`src/rtl/mem_arb_pkg.sv`:
```
// mem_arb_pkg
//   Shared types and constants for the memory-port arbiter slice.
//   - arb_state_t : arbiter FSM state (IDLE -> BUSY -> RELEASE -> IDLE)
//   - MAX_CLIENTS : largest supported requester count
//   Also supplies fallback widths for the memory port when the build
//   does not define DEFAULT_MADDR_WIDTH / DEFAULT_MDATA_WIDTH.
`ifndef DEFAULT_MADDR_WIDTH
`define DEFAULT_MADDR_WIDTH 16
`endif
`ifndef DEFAULT_MDATA_WIDTH
`define DEFAULT_MDATA_WIDTH 16
`endif

package mem_arb_pkg;

  localparam int MAX_CLIENTS = 4;

  typedef enum logic [1:0] {
    ARB_IDLE    = 2'd0,
    ARB_BUSY    = 2'd1,
    ARB_RELEASE = 2'd2
  } arb_state_t;

endpackage

```
`src/rtl/mem_arb_picker.sv`:
```
// mem_arb_picker
//   Combinational winner select for the memory-port arbiter.
//   Ports:
//     req      in  NUM_CLIENTS  pending request vector
//     last_idx in  CIW          index granted most recently
//     valid    out 1            at least one request pending
//     idx      out CIW          winning client index (0 when !valid)
//   Build option MEM_ARB_ROUND_ROBIN_EN: defined -> round robin starting
//   just after last_idx; undefined -> fixed priority, lowest index wins.
module mem_arb_picker
  import mem_arb_pkg::*;
#(
  parameter int NUM_CLIENTS = 2
) (
  input  logic [NUM_CLIENTS-1:0]         req,
  input  logic [$clog2(NUM_CLIENTS)-1:0] last_idx,
  output logic                           valid,
  output logic [$clog2(NUM_CLIENTS)-1:0] idx
);

  localparam int CIW = $clog2(NUM_CLIENTS);

  assign valid = |req;

`ifdef MEM_ARB_ROUND_ROBIN_EN
  // Walk offsets from farthest to nearest so the requester closest after
  // last_idx is the final (winning) assignment.
  int cand;
  always_comb begin
    idx  = '0;
    cand = 0;
    for (int off = NUM_CLIENTS; off >= 1; off--) begin
      cand = (int'(last_idx) + off) % NUM_CLIENTS;
      if (req[cand]) idx = CIW'(cand);
    end
  end
`else
  // Pointer is irrelevant for fixed priority.
  logic unused_last;
  assign unused_last = ^last_idx;

  always_comb begin
    idx = '0;
    for (int i = NUM_CLIENTS - 1; i >= 0; i--) begin
      if (req[i]) idx = CIW'(i);
    end
  end
`endif

endmodule

```
`src/rtl/mem_port_arbiter.sv`:
```
// mem_port_arbiter
//   Shares one memory port between NUM_CLIENTS requesters, one transaction
//   in flight, no buffering or reordering.
//   Ports:
//     clock, reset      single clock, synchronous active-high reset
//     cl_req/cl_we      per-client level request and direction (1=write)
//     cl_addr/cl_wdata  per-client address/write data, client i at slice i
//     cl_done           one-cycle completion pulse to the granted client
//     cl_rdata          last read data, held until the next read completes
//     mem_*             registered memory-side handshake and payload
//     busy              arbiter not idle
//     grant_id          granted client index, held while busy
//   Build option MEM_ARB_ROUND_ROBIN_EN selects round-robin arbitration
//   (handled in mem_arb_picker); default is fixed priority.
module mem_port_arbiter
  import mem_arb_pkg::*;
#(
  parameter int NUM_CLIENTS = 2,
  parameter int MADDR_WIDTH = `DEFAULT_MADDR_WIDTH,
  parameter int MDATA_WIDTH = `DEFAULT_MDATA_WIDTH
) (
  input  logic                               clock,
  input  logic                               reset,
  input  logic [NUM_CLIENTS-1:0]             cl_req,
  input  logic [NUM_CLIENTS-1:0]             cl_we,
  input  logic [NUM_CLIENTS*MADDR_WIDTH-1:0] cl_addr,
  input  logic [NUM_CLIENTS*MDATA_WIDTH-1:0] cl_wdata,
  output logic [NUM_CLIENTS-1:0]             cl_done,
  output logic [MDATA_WIDTH-1:0]             cl_rdata,
  output logic                               mem_read_enable,
  output logic                               mem_write_enable,
  input  logic                               mem_read_ready,
  input  logic                               mem_write_ready,
  output logic [MADDR_WIDTH-1:0]             mem_addr,
  input  logic [MDATA_WIDTH-1:0]             mem_read_data,
  output logic [MDATA_WIDTH-1:0]             mem_write_data,
  output logic                               busy,
  output logic [$clog2(NUM_CLIENTS)-1:0]     grant_id
);

  localparam int CIW = $clog2(NUM_CLIENTS);

  // Flat client buses share the bit layout of these packed arrays.
  logic [NUM_CLIENTS-1:0][MADDR_WIDTH-1:0] addr_v;
  logic [NUM_CLIENTS-1:0][MDATA_WIDTH-1:0] wdata_v;
  assign addr_v  = cl_addr;
  assign wdata_v = cl_wdata;

  arb_state_t     state, state_d;
  logic [CIW-1:0] rr_ptr;
  logic           pick_valid;
  logic [CIW-1:0] pick_idx;
  logic           grant_fire;
  logic           xfer_done;

  mem_arb_picker #(
    .NUM_CLIENTS (NUM_CLIENTS)
  ) u_picker (
    .req      (cl_req),
    .last_idx (rr_ptr),
    .valid    (pick_valid),
    .idx      (pick_idx)
  );

  // Next state. Ready is only meaningful for the enable that is actually
  // up, so a wrong-type or idle-time ready never advances the FSM.
  always_comb begin
    state_d    = state;
    grant_fire = 1'b0;
    xfer_done  = 1'b0;
    case (state)
      ARB_IDLE: begin
        if (pick_valid) begin
          state_d    = ARB_BUSY;
          grant_fire = 1'b1;
        end
      end
      ARB_BUSY: begin
        if ((mem_read_enable && mem_read_ready) ||
            (mem_write_enable && mem_write_ready)) begin
          state_d   = ARB_RELEASE;
          xfer_done = 1'b1;
        end
      end
      ARB_RELEASE: state_d = ARB_IDLE;
      default:     state_d = ARB_IDLE;
    endcase
  end

  always_ff @(posedge clock) begin
    if (reset) begin
      state            <= ARB_IDLE;
      mem_read_enable  <= 1'b0;
      mem_write_enable <= 1'b0;
      mem_addr         <= '0;
      mem_write_data   <= '0;
      grant_id         <= '0;
      cl_done          <= '0;
      cl_rdata         <= '0;
      rr_ptr           <= CIW'(NUM_CLIENTS - 1);
    end else begin
      state   <= state_d;
      cl_done <= '0;
      if (grant_fire) begin
        mem_addr         <= addr_v[pick_idx];
        mem_write_data   <= wdata_v[pick_idx];
        mem_read_enable  <= ~cl_we[pick_idx];
        mem_write_enable <= cl_we[pick_idx];
        grant_id         <= pick_idx;
        rr_ptr           <= pick_idx;
      end
      if (xfer_done) begin
        mem_read_enable  <= 1'b0;
        mem_write_enable <= 1'b0;
        cl_done          <= NUM_CLIENTS'(1) << grant_id;
        if (mem_read_enable) cl_rdata <= mem_read_data;
      end
    end
  end

  assign busy = (state != ARB_IDLE);

endmodule

```
`config.mk`:
```
export PLATFORM = sky130hd
export DESIGN_NAME = mem_port_arbiter
export DESIGN_NICKNAME = d
export VERILOG_FILES = /design/src/rtl/mem_arb_pkg.sv /design/src/rtl/mem_arb_picker.sv /design/src/rtl/mem_port_arbiter.sv
export SDC_FILE = /design/constraint.sdc
export NUM_CORES = 1
export LEC_CHECK = 0
export ABC_AREA = 0
export ABC_CLOCK_PERIOD_IN_PS = 2500
export BUFFER_PORTS_ARGS = -buffer_cell sky130_fd_sc_hd__buf_4
export CORE_MARGIN = 3
export CORE_UTILIZATION = 40
export DETAILED_ROUTE_END_ITERATION = 6
export MAX_ROUTING_LAYER = met4
export PLACE_DENSITY = 0.73
export SETUP_SLACK_MARGIN = 0.15
export SYNTH_ARGS = -nofsm -noshare
export SYNTH_HDL_FRONTEND = slang
export SYNTH_SLANG_ARGS = --single-unit
```
`constraint.sdc`:
```
create_clock -name clock -period 2.5 [get_ports clock]
set_input_delay 0.375 -clock clock [delete_from_list [all_inputs] [get_ports clock]]
set_output_delay 0.375 -clock clock [all_outputs]
set_load 0.01 [all_outputs]
```
==> flow_metrics.tcl, run 1 <==
set metrics [dict create \
    synth.avg_cell_area_um2 10.2 \
    initial_utilization 0.425 \
    ys_ff_latch 55 \
    period_share 0.691 \
    drc 0 \
    min_period_ns 1.73 \
    grt_max_degree 55 \
    skew_ns 0.00667 \
    synth_cell_types 32 \
    hold_path_class "input port to register" \
    cp.required_ns 2.64 \
    max_freq_mhz 579 \
    grt_use_total 0.187 \
    leakage_nw 1.69 \
    hold_viol_final 0 \
    internal-power_mw 1.45 \
    wl_per_cell_um 15.4 \
    rows 28 \
    vias_per_cell 5.31 \
    power_frac_seq 0.484 \
    drtIter0Drc 108 \
    worstSkewPairLatency_ns 0.30 \
    synthCells 253 \
    firstDrtPassIters 4 \
    worst_slew_pin_slew_ns 1.05 \
    worstSetupPathType "register to register" \
    placed_area_mm2 0.00358 \
    cp_data_arrival_time_ns 1.87 \
    vdd_ir_drop_max_uv 315 \
    drive_above_1_share 0.484 \
    setup_viol 0 \
    grt_pass1_wl_mm 11.1 \
    rsz0062_at_grt "false" \
    cts_tree "yes" \
    diodes 0 \
    cts-hold-fix-buffers 0 \
    die_height_um 86.5 \
    clock_path_buffers 2 \
    startpoint_type "register" \
    cts_sinks 55 \
    comb_power_share 0.286 \
    die_x_um 86.5 \
    syn_area_mm2 0.00259 \
    synth_edf_count 0 \
    relSlewSlack 0.297 \
    cp_max_fo 32 \
    synth_warnings 0 \
    fin_setup_tns_ns 0 \
    fin_area_mm2 0.00366 \
    areaGrowthSynthToFinish_pct 41.3 \
    cts-root-buf "clkbuf_8" \
    place_congestion 0.743 \
    numPortBuffers 141 \
    synth_commonest_cells "55 x dfxtp_1, 52 x a21oi_1, 32 x mux2i_1, 29 x a211oi_2, 16 x nand3_1" \
    coreArea_mm2 0.00610 \
    overflow 0 \
    yosysMostFrequentCell "dfxtp_1" \
    synth_top_area_share 0.425 \
    ys_seq_area_frac 0.425 \
    clkTransAtPathRegs_ns 0.09 \
    synth_area_leader_cell "dfxtp_1" \
    antenna_found_initial 0 \
    synth_top_flop_cell "dfxtp_1" \
    grt_pass1_vias 2278 \
    ioPinCount 142 \
    power.density_mw_per_mm2 563 \
    cts_setup_buffers 0 \
    routed_wl_mm 7.01 \
    clock_power_share 0.230 \
    critPathCaptureType "register" \
    status "complete, no violations" \
    cap_violations 0 \
    nets 467 \
    slew_violations 0 \
    synth_nets 341 \
    ant_nets 0 \
    net-switching-power_mw 0.614 \
    cts_buffers 5 \
    swShare 0.298 \
    vias 2417 \
    ctsResizeCount 0 \
    synth_area_leaders "dfxtp_1 42%, a211oi_2 14%, mux2i_1 12%, a21oi_1 10%, nand3_1 3.1%" \
    dieArea_mm2 0.00748 \
    h-tree-depth 2 \
    hpwl_mm 5.03 \
    async_flop_share 0 \
]
-- layout by cell type (no fill, tap or decap), types with 4 or more instances in the layout --
master,n
buf_4,144
dfxtp_1,55
a21oi_1,52
mux2i_1,32
a211oi_2,29
nand3_1,16
o21ai_1,11
o21ai_0,7
clkbuf_8,5
a211oi_1,4
-- per-stage QoR --
step / util / setup WS, ns / total power [mW] / cells / hold slack, ns
finish: 0.601 / 0.773 / 2.06 / 455 / 0.325
global route: 0.601 / 0.569 / 2.18 / 455 / 0.319
CTS: 0.601 / 0.754 / 2.09 / 455 / 0.310
detailed placement: 0.588 / 0.737 / 1.61 / 447 / 0.468
global placement: 0.588 / 0.762 / 1.60 / 447 / 0.463
floorplan: - / 1.24 / 1.35 / 253 / 0.497
-- layout make-up --
type | count | area (µm²)
well taps | 75 | 93.8
clock buffers | 7 | 76.3
multi-input cells | 172 | 1300
fillers | 531 | 2430
flip-flops and latches | 55 | 1100
repair buffers | 144 | 1080
inverters | 1 | 3.75
clock inverters | 1 | 5.00
-- final timing paths --
path | slack, ns | from | end | depth (start not counted)
worst min register to register | 0.47 | grant_id | cl_done[0] | 1
worst max-delay path | 0.77 | state[1] | mem_addr[5] | 4
worst min-delay path | 0.32 | mem_read_data[7] | cl_rdata[7] | 3
worst max register to register | 0.77 | state[1] | mem_addr[5] | 4
-- registers in the layout, indices dropped and copies added, names as in the netlist --
register,cells
mem_write_data,16
state,2
mem_addr,16
cl_rdata,16
grant_id,1
mem_write_enable,1
cl_done,2
mem_read_enable,1
-- worst max-delay path, stage by stage (launching register included) --
cell and delay [ns]:
dfxtp_1 0.37, nor2_4 0.13, inv_2 0.07, nor2_4 0.81, a211oi_1 0.16
-- routing by layer --
| layer | GRT usage | vias up | part of all wire |
|---|---|---|---|
| met5 | - | - | 0 |
| li1 | - | 1191 | - |
| met3 | 0.0418 | 5 | 0.087 |
| met4 | 0.0397 | 0 | 0.0066 |
| met2 | 0.297 | 107 | 0.47 |
| met1 | 0.244 | 1114 | 0.43 |
-- power by group through the flow --
stage	Clock (mW)	Combinational, mW	Sequential (mW)
finish	0.474	0.590	0.998
global route	0.525	0.644	1.01
CTS	0.491	0.596	0.998
detailed placement	0	0.596	1.02
global placement	0	0.584	1.02
floorplan	0	0.303	1.05
-- logic make-up (layout without fill, tap and decap cells) --
kind of cell	after synthesis	count (layout)	share of synthesized area
AO/OA/AOI/OAI	105	105	0.292
buffers and inverters	26	153	0.0729
flip-flops	55	55	0.425
multiplexers	32	32	0.124
AND/OR/NAND/NOR	35	35	0.0864
Note: power is estimated with default switching activity, not from simulation.
==> inputs of run 2 (changes only) <==
--- a/config.mk
+++ b/config.mk
@@ -5,14 +5,14 @@
 export SDC_FILE = /design/constraint.sdc
 export NUM_CORES = 1
 export LEC_CHECK = 0
-export ABC_AREA = 0
-export ABC_CLOCK_PERIOD_IN_PS = 2500
+export ABC_AREA = 1
+export ABC_CLOCK_PERIOD_IN_PS = 1420
 export BUFFER_PORTS_ARGS = -buffer_cell sky130_fd_sc_hd__buf_4
 export CORE_MARGIN = 3
 export CORE_UTILIZATION = 40
 export DETAILED_ROUTE_END_ITERATION = 6
 export MAX_ROUTING_LAYER = met4
-export PLACE_DENSITY = 0.73
+export PLACE_DENSITY = 0.75
 export SETUP_SLACK_MARGIN = 0.15
 export SYNTH_ARGS = -nofsm -noshare
 export SYNTH_HDL_FRONTEND = slang
==> constraint.sdc (replaced) <==
create_clock -name clock -period 1.42 [get_ports clock]
set_input_delay 0.213 -clock clock [delete_from_list [all_inputs] [get_ports clock]]
set_output_delay 0.213 -clock clock [all_outputs]
set_load 0.01 [all_outputs]
==> run 2 against run 1 <==
Global-route usage is 0.24 points lower. Final area increased by 12%. Largest power group unchanged. Via count increased by 26%. Count of clock-buffer cells in the layout fell by 2. Area after synthesis is 7.8% higher. Combinational power up 90%. Sequential power up 75%. Sequential share of layout area decreased by 3.2 points.
==> flow_metrics.tcl, run 2 <==
set metrics [dict create \
    drtIter0Drc 129 \
    cts-hold-fix-buffers 0 \
    period_share 0.849 \
    die_x_um 89.6 \
    grt_use_total 0.184 \
    power_frac_seq 0.472 \
    dieArea_mm2 0.00802 \
    relSlewSlack 0.706 \
    cp_data_arrival_time_ns 1.44 \
    routed_wl_mm 7.68 \
    grtUsageMet2 0.310 \
    power.density_mw_per_mm2 903 \
    yosysMostFrequentCell "nor2_1" \
    cap_violations 0 \
    synth_area_leader_cell "dfxtp_1" \
    worstSetupPathType "register to register" \
    fin_setup_tns_ns 0 \
    cts_buffers 5 \
    final_common_cell "buf_4" \
    overflow 0 \
    clkTransAtPathRegs_ns 0.10 \
    min-delay-start "reset" \
    setup_viol 0 \
    rsz0062_at_grt "true" \
    wl_per_cell_um 11.2 \
    ys_seq_area_frac 0.394 \
    ioPinCount 142 \
    vias_per_cell 4.42 \
    leakage_nw 2.34 \
    synthCells 450 \
    timing.hold.ws_ns 0.100 \
    coreArea_mm2 0.00657 \
    initial_utilization 0.425 \
    r2r_start "mem_write_enable" \
    ff2ff_setup_slack_ns 0.21 \
    synth_area_leaders "dfxtp_1 39%, nor2_1 16%, nand2_1 15%, inv_1 11%, o21ai_0 4.1%" \
    synth_edf_count 0 \
    die_height_um 89.6 \
    hold_path_class "input port to register" \
    net-switching-power_mw 1.13 \
    areaGrowthSynthToFinish_pct 46.9 \
    comb_power_share 0.301 \
    cts_sinks 55 \
    cp_max_fo 9 \
    synth_commonest_cells "116 x nor2_1, 108 x nand2_1, 82 x inv_1, 55 x dfxtp_1, 23 x o21ai_0" \
    async_flop_share 0 \
    internal-power_mw 2.58 \
    r2r_cells 6 \
    layout_common_cells "154 x buf_4, 116 x nor2_1, 107 x nand2_1" \
    grt_pass1_wl_mm 11.5 \
    drive_above_1_share 0.303 \
    ant_nets 0 \
    status "complete, no violations" \
    critPathCaptureType "register" \
    h-tree-depth 2 \
    swShare 0.305 \
    clock_power_share 0.227 \
    synth.avg_cell_area_um2 6.21 \
    synth_warnings 0 \
    rows 29 \
    vdd_ir_drop_max_uv 420 \
    slew_violations 0 \
    diodes 0 \
    cts-root-buf "clkbuf_8" \
    grt_max_degree 66 \
    syn_area_mm2 0.00279 \
    reg_top3 "cl_rdata (16), mem_addr (16), mem_write_data (16)" \
    groute.layer.met3.usage 0.0447 \
    synth_cell_types 21 \
    ys_ff_latch 55 \
    synth_nets 538 \
    worstHoldPathCells 2 \
    synth_top_flop_cell "dfxtp_1" \
    vias 3044 \
    skew_ns 0.00740 \
    hold_viol_final 0 \
    max_freq_mhz 829 \
    synth_top_area_share 0.394 \
    antenna_found_initial 0 \
    grt_util_met1 0.219 \
    hpwl_mm 5.51 \
    hold_path_end "state[0]" \
    grt_pass1_vias 2645 \
    clock_path_buffers 2 \
    numPortBuffers 141 \
    grt-busiest-layer "met2" \
    cp.required_ns 1.66 \
    nets 682 \
    regToRegEndpoint "cl_rdata[11]" \
    min_period_ns 1.21 \
    drc 0 \
    startpoint_type "register" \
    firstDrtPassIters 4 \
    worstSkewPairLatency_ns 0.30 \
    cts_tree "yes" \
    worst_slew_pin_slew_ns 0.436 \
    place_congestion 0.810 \
]
## run 2: cell count changes in the layout (fill, tap and decap cells not counted), sizes merged, moves of 3 or more
cell and change:
nand2 +109, a211oi -33, a21oi -49, inv +84
mux2i -32, nand4 +15, o21ai +15, nand2b -3
nor2 +114, buf +16, nand3 -11
## run 2: worst max path at each step
stage | depth (start not counted) | slack [ns] | from | endpoint
after floorplan | 7 | 0.27 | mem_read_enable | cl_rdata[10]
after global placement | 7 | 0.26 | state[0] | mem_addr[4]
after detailed placement | 7 | 0.19 | state[0] | mem_write_data[10]
after CTS | 3 | 0.17 | state[1] | busy
after global routing | 6 | 0.11 | mem_write_enable | cl_rdata[13]
final | 6 | 0.21 | mem_write_enable | cl_rdata[11]
## run 2: cell families after synthesis
| family | count (synthesis) | synth area share |
|---|---|---|
| flip-flops | 55 | 0.394 |
| AND/OR/NAND/NOR | 250 | 0.367 |
| buffers and inverters | 109 | 0.174 |
| AO/OA/AOI/OAI | 36 | 0.0645 |
## run 2: stage by stage
step / instances / setup slack, ns / power (mW) / utilization / instance area, µm²
finish: 688 / 0.214 / 3.71 / 0.625 / 4110
global placement: 668 / 0.255 / 2.79 / 0.593 / 3890
detailed placement: 668 / 0.190 / 2.81 / 0.593 / 3890
global route: 688 / 0.108 / 3.93 / 0.625 / 4110
CTS: 679 / 0.168 / 3.68 / 0.612 / 4020
floorplan: 450 / 0.273 / 2.34 / - / 2790
## run 2: layout make-up
class                           instances  area (µm²)
Tap cell                               93         116
Sequential cell                        55        1100
Inverter                               85         319
Clock inverter                          3        15.0
Multi-Input combinational cell        287        1220
Timing Repair Buffer                  160        1260
Fill cell                             626        2460
Clock buffer                            5        68.8
## run 2: repair_timing
action,CTS,global route
gates resized for setup,1,3
setup buffers,3,8
pin swaps,0,2
setup endpoints to repair,1,31
cloned,0,1
hold endpoints to repair,0,0
## run 2: worst max-delay path, cell delays in order (launching register included)
cell and delay [ns]:
dfxtp_1 0.40, nand2_1 0.12, nand2_4 0.15, nand3_2 0.21
nand2_1 0.11, inv_1 0.04, nor2_1 0.11
## run 2: power by group through the flow
stage	Combinational (mW)	Sequential (mW)	Clock [mW]
floorplan	0.502	1.83	0
global placement	1.01	1.78	0
detailed placement	1.03	1.78	0
CTS	1.06	1.75	0.863
global route	1.24	1.77	0.925
finish	1.12	1.75	0.842
## run 2: metal layers
metal / vias to the layer above / part of all wire / wire (µm)
li1: 1609 / - / -
met1: 1308 / 0.42 / 3200
met2: 114 / 0.49 / 3780
met3: 13 / 0.072 / 555
met4: 0 / 0.018 / 142
met5: - / 0 / 0
